[src/rtl/cpu_pkg.sv]
// Shared CPU definitions: opcodes, ALU select codes, instruction field
// positions and the operand-fetch output bundle.
package cpu_pkg;

  localparam int REG_N = 8;
  localparam int REG_W = 8;

  localparam logic [7:0] OP_LOADI = 8'h00;
  localparam logic [7:0] OP_MOV   = 8'h01;
  localparam logic [7:0] OP_ADD   = 8'h02;
  localparam logic [7:0] OP_SUB   = 8'h03;
  localparam logic [7:0] OP_AND   = 8'h04;
  localparam logic [7:0] OP_OR    = 8'h05;
  localparam logic [7:0] OP_J     = 8'h06;
  localparam logic [7:0] OP_BEQ   = 8'h07;

  localparam int OP_HI  = 31;
  localparam int OP_LO  = 24;
  localparam int RD_HI  = 18;
  localparam int RD_LO  = 16;
  localparam int RT_HI  = 10;
  localparam int RT_LO  = 8;
  localparam int RS_HI  = 2;
  localparam int RS_LO  = 0;
  localparam int IMM_HI = 7;
  localparam int IMM_LO = 0;

  typedef enum logic [2:0] {
    SEL_FWD  = 3'b000,
    SEL_ADD  = 3'b001,
    SEL_AND  = 3'b010,
    SEL_OR   = 3'b011,
    SEL_RSVD = 3'b100
  } alu_sel_e;

  typedef struct packed {
    logic [7:0] data1;
    logic [7:0] data2;
    alu_sel_e   sel;
    logic [2:0] dest;
    logic       we;
    logic       br;
    logic       jmp;
    logic       ill;
  } of_bundle_t;

  function automatic logic [7:0] neg8(input logic [7:0] v);
    return ~v + 8'd1;
  endfunction

endpackage

[src/rtl/reg_file.sv]
// 8x8 register file: two combinational read ports, one write port,
// synchronous active-high reset.
module reg_file
  import cpu_pkg::*;
(
  input  logic             i_clk,
  input  logic             i_rst,
  input  logic [2:0]       i_rt_addr,
  input  logic [2:0]       i_rs_addr,
  input  logic             i_wr_en,
  input  logic [2:0]       i_wr_addr,
  input  logic [REG_W-1:0] i_wr_data,
  output logic [REG_W-1:0] o_rt_data,
  output logic [REG_W-1:0] o_rs_data
);

  logic [REG_W-1:0] r_mem [REG_N];

  always_ff @(posedge i_clk) begin
    if (i_rst) begin
      for (int i = 0; i < REG_N; i++) r_mem[i] <= '0;
    end else if (i_wr_en) begin
      r_mem[i_wr_addr] <= i_wr_data;
    end
  end

  assign o_rt_data = r_mem[i_rt_addr];
  assign o_rs_data = r_mem[i_rs_addr];

endmodule

[src/rtl/operand_fetch.sv]
// Operand fetch stage: decode, register read, registered valid/ready output.
// Define REG_BYPASS_EN to forward same-cycle write-back data to the reads.
module operand_fetch
  import cpu_pkg::*;
(
  input  logic        CLK,
  input  logic        RESET,
  input  logic [31:0] INSTRUCTION,
  input  logic        IN_VALID,
  output logic        IN_READY,
  input  logic        WB_EN,
  input  logic [2:0]  WB_ADDR,
  input  logic [7:0]  WB_DATA,
  output logic [7:0]  DATA1,
  output logic [7:0]  DATA2,
  output logic [2:0]  SELECT,
  output logic [2:0]  DEST,
  output logic        WRITE_EN,
  output logic        BRANCH,
  output logic        JUMP,
  output logic        ILLEGAL,
  output logic        OUT_VALID,
  input  logic        OUT_READY
);

  typedef enum logic {S_EMPTY, S_FULL} state_e;

  state_e     r_state;
  of_bundle_t r_out;
  of_bundle_t w_dec;

  logic [7:0] w_op;
  logic [2:0] w_rd;
  logic [2:0] w_rt;
  logic [2:0] w_rs;
  logic [7:0] w_imm;
  logic [7:0] w_rf_rt;
  logic [7:0] w_rf_rs;
  logic [7:0] w_rt_val;
  logic [7:0] w_rs_val;
  logic       w_accept;
  logic       w_unused;

  assign w_op  = INSTRUCTION[OP_HI:OP_LO];
  assign w_rd  = INSTRUCTION[RD_HI:RD_LO];
  assign w_rt  = INSTRUCTION[RT_HI:RT_LO];
  assign w_rs  = INSTRUCTION[RS_HI:RS_LO];
  assign w_imm = INSTRUCTION[IMM_HI:IMM_LO];
  assign w_unused = ^{INSTRUCTION[23:19], INSTRUCTION[15:11]};

  reg_file u_rf (
    .i_clk     (CLK),
    .i_rst     (RESET),
    .i_rt_addr (w_rt),
    .i_rs_addr (w_rs),
    .i_wr_en   (WB_EN),
    .i_wr_addr (WB_ADDR),
    .i_wr_data (WB_DATA),
    .o_rt_data (w_rf_rt),
    .o_rs_data (w_rf_rs)
  );

`ifdef REG_BYPASS_EN
  assign w_rt_val = (WB_EN && WB_ADDR == w_rt) ? WB_DATA : w_rf_rt;
  assign w_rs_val = (WB_EN && WB_ADDR == w_rs) ? WB_DATA : w_rf_rs;
`else
  assign w_rt_val = w_rf_rt;
  assign w_rs_val = w_rf_rs;
`endif

  always_comb begin
    w_dec      = '0;
    w_dec.dest = w_rd;
    w_dec.sel  = SEL_FWD;
    unique case (w_op)
      OP_LOADI: begin
        w_dec.data2 = w_imm;
        w_dec.we    = 1'b1;
      end
      OP_MOV: begin
        w_dec.data2 = w_rs_val;
        w_dec.we    = 1'b1;
      end
      OP_ADD, OP_AND, OP_OR: begin
        w_dec.data1 = w_rt_val;
        w_dec.data2 = w_rs_val;
        w_dec.we    = 1'b1;
        w_dec.sel   = (w_op == OP_ADD) ? SEL_ADD :
                      (w_op == OP_AND) ? SEL_AND : SEL_OR;
      end
      OP_SUB, OP_BEQ: begin
        w_dec.data1 = w_rt_val;
        w_dec.data2 = neg8(w_rs_val);
        w_dec.sel   = SEL_ADD;
        w_dec.we    = (w_op == OP_SUB);
        w_dec.br    = (w_op == OP_BEQ);
      end
      OP_J: begin
        w_dec.data2 = w_imm;
        w_dec.jmp   = 1'b1;
      end
      default: begin
        w_dec.ill = 1'b1;
        w_dec.sel = SEL_RSVD;
      end
    endcase
  end

  assign IN_READY = (r_state == S_EMPTY) || OUT_READY;
  assign w_accept = IN_VALID && IN_READY;

  always_ff @(posedge CLK) begin
    if (RESET) begin
      r_state <= S_EMPTY;
      r_out   <= '0;
    end else if (w_accept) begin
      r_state <= S_FULL;
      r_out   <= w_dec;
    end else if (OUT_READY) begin
      r_state <= S_EMPTY;
    end
  end

  assign OUT_VALID = (r_state == S_FULL);
  assign DATA1     = r_out.data1;
  assign DATA2     = r_out.data2;
  assign SELECT    = r_out.sel;
  assign DEST      = r_out.dest;
  assign WRITE_EN  = r_out.we;
  assign BRANCH    = r_out.br;
  assign JUMP      = r_out.jmp;
  assign ILLEGAL   = r_out.ill;

endmodule
[config.mk]
export PLATFORM = sky130hd
export DESIGN_NAME = operand_fetch
export DESIGN_NICKNAME = d
export VERILOG_FILES = /design/src/rtl/cpu_pkg.sv /design/src/rtl/reg_file.sv /design/src/rtl/operand_fetch.sv
export SDC_FILE = /design/constraint.sdc
export NUM_CORES = 1
export LEC_CHECK = 0
export BUFFER_PORTS_ARGS = -buffer_cell sky130_fd_sc_hd__clkbuf_2
export CAP_MARGIN = 10
export CORE_MARGIN = 3
export CORE_UTILIZATION = 35
export DETAILED_ROUTE_END_ITERATION = 12
export PLACE_DENSITY_LB_ADDON = 0.1
export SETUP_SLACK_MARGIN = 0.2
export SYNTH_ARGS = -nofsm -noshare
export SYNTH_HDL_FRONTEND = slang
export SYNTH_SLANG_ARGS = --single-unit
[constraint.sdc]
create_clock -name CLK -period 2.4 [get_ports CLK]
set_input_delay 0.12 -clock CLK [delete_from_list [all_inputs] [get_ports CLK]]
set_output_delay 0.12 -clock CLK [all_outputs]
set_load 0.05 [all_outputs]
==> flow_metrics.env <==
export IMPL_period_share_pct=86.9
export IMPL_clk_path_buf_depth=2
export IMPL_antenna_found_initial=0
export IMPL_pwr_share_comb_pct=14.2
export IMPL_clkSinkCount=91
export IMPL_core_sq_mm=0.0133
export IMPL_fp_dieW_microns=123
export IMPL_power_density_mw_per_mm2=631
export IMPL_num_antenna_cells=0
export IMPL_max_slew_margin_pct=59.8
export IMPL_via_per_inst=5.03
export IMPL_cp_start_kind="flop"
export IMPL_final_hold_violation_count=0
export IMPL_switching_share_pct=25.4
export IMPL_boundaryPins=76
export IMPL_slew_viol_final=0
export IMPL_vias=3142
export IMPL_cts_tree="built"
export IMPL_synth_cells=366
export IMPL_syn_avg_cell_area_sq_um=13.1
export IMPL_numCtsBuffers=9
export IMPL_finalPower_w=0.00361
export IMPL_synth_fp_nets=415
export IMPL_synth_largest_area_cell="edfxtp_1"
export IMPL_synth_top_flop_cell="edfxtp_1"
export IMPL_htreeDepth=3
export IMPL_synth_top_area_share_pct=40.0
export IMPL_drv_cap=0
export IMPL_dr_pass1_iters=4
export IMPL_wirelength_microns=11400
export IMPL_path_class="flop to flop"
export IMPL_seqPwrFrac_pct=50.3
export IMPL_cts_root_buf="clkbuf_16"
export IMPL_power_switching_w=0.000916
export IMPL_synth_edff_count=64
export IMPL_fin_crit_ps=2090
export IMPL_ys_seq_elements=91
export IMPL_rsz0062_at_grt="yes"
export IMPL_required_ps=2620
export IMPL_crit_fanout=4
export IMPL_setup_viol=0
export IMPL_wl_per_cell_microns=18.3
export IMPL_yosys_warnings=0
export IMPL_grt_max_degree=28
export IMPL_worstHoldPathType="input pin to flop"
export IMPL_clk_pin_slew_ps=60
export IMPL_syn2layout_area_growth_pct=19.0
export IMPL_p_leak_nw=2.10
export IMPL_grtUsageMet1_pct=21.9
export IMPL_hpwl_microns=9030
export IMPL_nets=495
export IMPL_hold_ws_ps=8.49
export IMPL_grt_use_met2_pct=25.7
export IMPL_grt_busiest_layer="met2"
export IMPL_worst_pin_slew_ps=597
export IMPL_ant_nets=0
export IMPL_initial_core_util_pct=36.0
export IMPL_reg2reg_from="u_rf.r_mem[3][1]"
export IMPL_drt_initial_drc_count=214
export IMPL_min_from="INSTRUCTION[18]"
export IMPL_clock_latency_ps=350
export IMPL_p_int_w=0.00269
export IMPL_fin_setup_tns_ps=0
export IMPL_rows=42
export IMPL_p_clk_share_pct=35.5
export IMPL_grt_pass1_wl_microns=18100
export IMPL_groute_layer_met3_usage_pct=3.75
export IMPL_synth_area_sq_mm=0.00480
export IMPL_die_area_sq_mm=0.0152
export IMPL_yosys_top_cells_area="edfxtp_1, mux4_2, dfxtp_1"
export IMPL_ys_async_sr_fraction_pct=0
export IMPL_yosysSeqAreaShare_pct=51.3
export IMPL_ir_worst_vdd_mv=0.315
export IMPL_grt_pass1_vias=3165
export IMPL_layout_drive_gt1_share_pct=34.3
export IMPL_synth_distinct_cells=55
export IMPL_dieHeight_microns=123
export IMPL_port_buffers=65
export IMPL_grt_usage_pct=16.1
export IMPL_place_congestion=0.830
export IMPL_drc=0
export IMPL_run_status="complete, no violations"
export IMPL_gr_total_overflow=0
export IMPL_fmax_ghz=0.479
export IMPL_crit_path_start="u_rf.r_mem[3][1]"
export IMPL_worst_setup_path_end_kind="flop"
export IMPL_worstPathArrival_ps=2310
export IMPL_skew_ps=6.62
[layer usage]
metal	routed length [microns]	up-vias	share of wire, %
met5	0	-	0
met4	161	0	1.4
met3	655	11	5.7
met2	5340	76	47
met1	5290	1494	46
li1	-	1561	-
[final cells by class]
class,count,area [sq um]
repair buffers,89,523
clock inverters,4,30.0
multi-input cells,249,2230
inverters,6,22.5
fillers,1277,7630
clock buffers,10,229
flip-flops and latches,91,2460
well taps,176,220
[flip-flops by register name, summed over array words and instances, names as in the netlist]
| signal | count |
|---|---|
| BRANCH | 1 |
| DATA1 | 8 |
| DATA2 | 8 |
| DEST | 3 |
| ILLEGAL | 1 |
| JUMP | 1 |
| OUT_VALID | 1 |
| SELECT | 3 |
| WRITE_EN | 1 |
| u_rf.r_mem | 64 |
[path summary, 6_finish.rpt]
path	depth (start not counted)	slack [ps]	endpoint
worst max register to register	7	310	DATA2[2]
worst min register to register	2	450	DEST[1]
worst min-delay path	3	8	DEST[2]
worst max-delay path	7	310	DATA2[2]
[cells in the final DEF (no fill, tap or decap), drive strengths merged, types with 2 or more instances in the layout]
cell type	instances
dfxtp	27
o311ai	3
edfxtp	64
a2111oi	2
or2	3
a211oi	2
clkbuf	75
nor3	8
nand4	2
nand2b	3
o21ai	10
clkinvlp	2
mux2	10
buf	22
nand3	10
o211ai	4
nor2	23
a31o	2
mux2i	7
mux4	32
clkinv	2
xnor2	3
and3	2
inv	6
a21oi	10
a22oi	10
nor4	2
a2bb2oi	2
nand2	19
and2	65
and4	2
dlygate4sd3	2
[worst max-delay path, stage by stage, from the launching register on]
cell and delay, ps:
edfxtp_1 410, mux4_2 510, mux2i_4 240, ha_1 210, inv_1 80, xnor2_1 140, a221oi_2 260, a211oi_1 110
[cells by family after synthesis]
group	share of synthesized area, %
XOR/XNOR	0.547
AO/OA/AOI/OAI	7.92
adder cells (fa/ha/maj)	0.260
multiplexers	20.5
AND/OR/NAND/NOR	17.0
buffers and inverters	2.53
flip-flops	51.2
[power by group through the flow]
stage | logic, W | registers (W) | clock network (W)
final | 0.000512 | 0.00181 | 0.00128
after detailed placement | 0.000504 | 0.00185 | 0
after global routing | 0.000563 | 0.00182 | 0.00138
after global placement | 0.000500 | 0.00184 | 0
after CTS | 0.000512 | 0.00181 | 0.00131
after floorplan | 0.000319 | 0.00185 | 0
[synthesized netlist by cell type (all sizes together), types with 3 or more instances]
library cell and count:
dfxtp 27, o311ai 3, or2 3, nand2 19, nand3 10, o211ai 4, a22oi 10, mux4 32
edfxtp 64, o21ai 10, a21oi 10, mux2 10, nand2b 3, and2 65, buf 11, inv 6
xnor2 3, nor3 8, nor2 23, clkbuf 9, mux2i 7
[stage by stage]
step           util (%)  instance area [sq um]  worst slack [ps]  cells
4_1_cts            42.7                   5700               227    623
3_3_place_gp       40.6                   5420               223    607
5_1_grt            42.8                   5720               194    625
6_report           42.8                   5720               314    625
2_1_floorplan         -                   4810               334    366
3_5_place_dp       40.6                   5420               187    607
[repair_timing]
action                                 CTS  global route
resized for setup                        1             3
setup endpoints to repair                1             2
cloned                                   0             0
hold buffers                             2             0
endpoints found under the hold margin    2             0
pin swaps                                0             1
buffers inserted                         0             2
No activity file was read; power rests on OpenSTA's default activity.
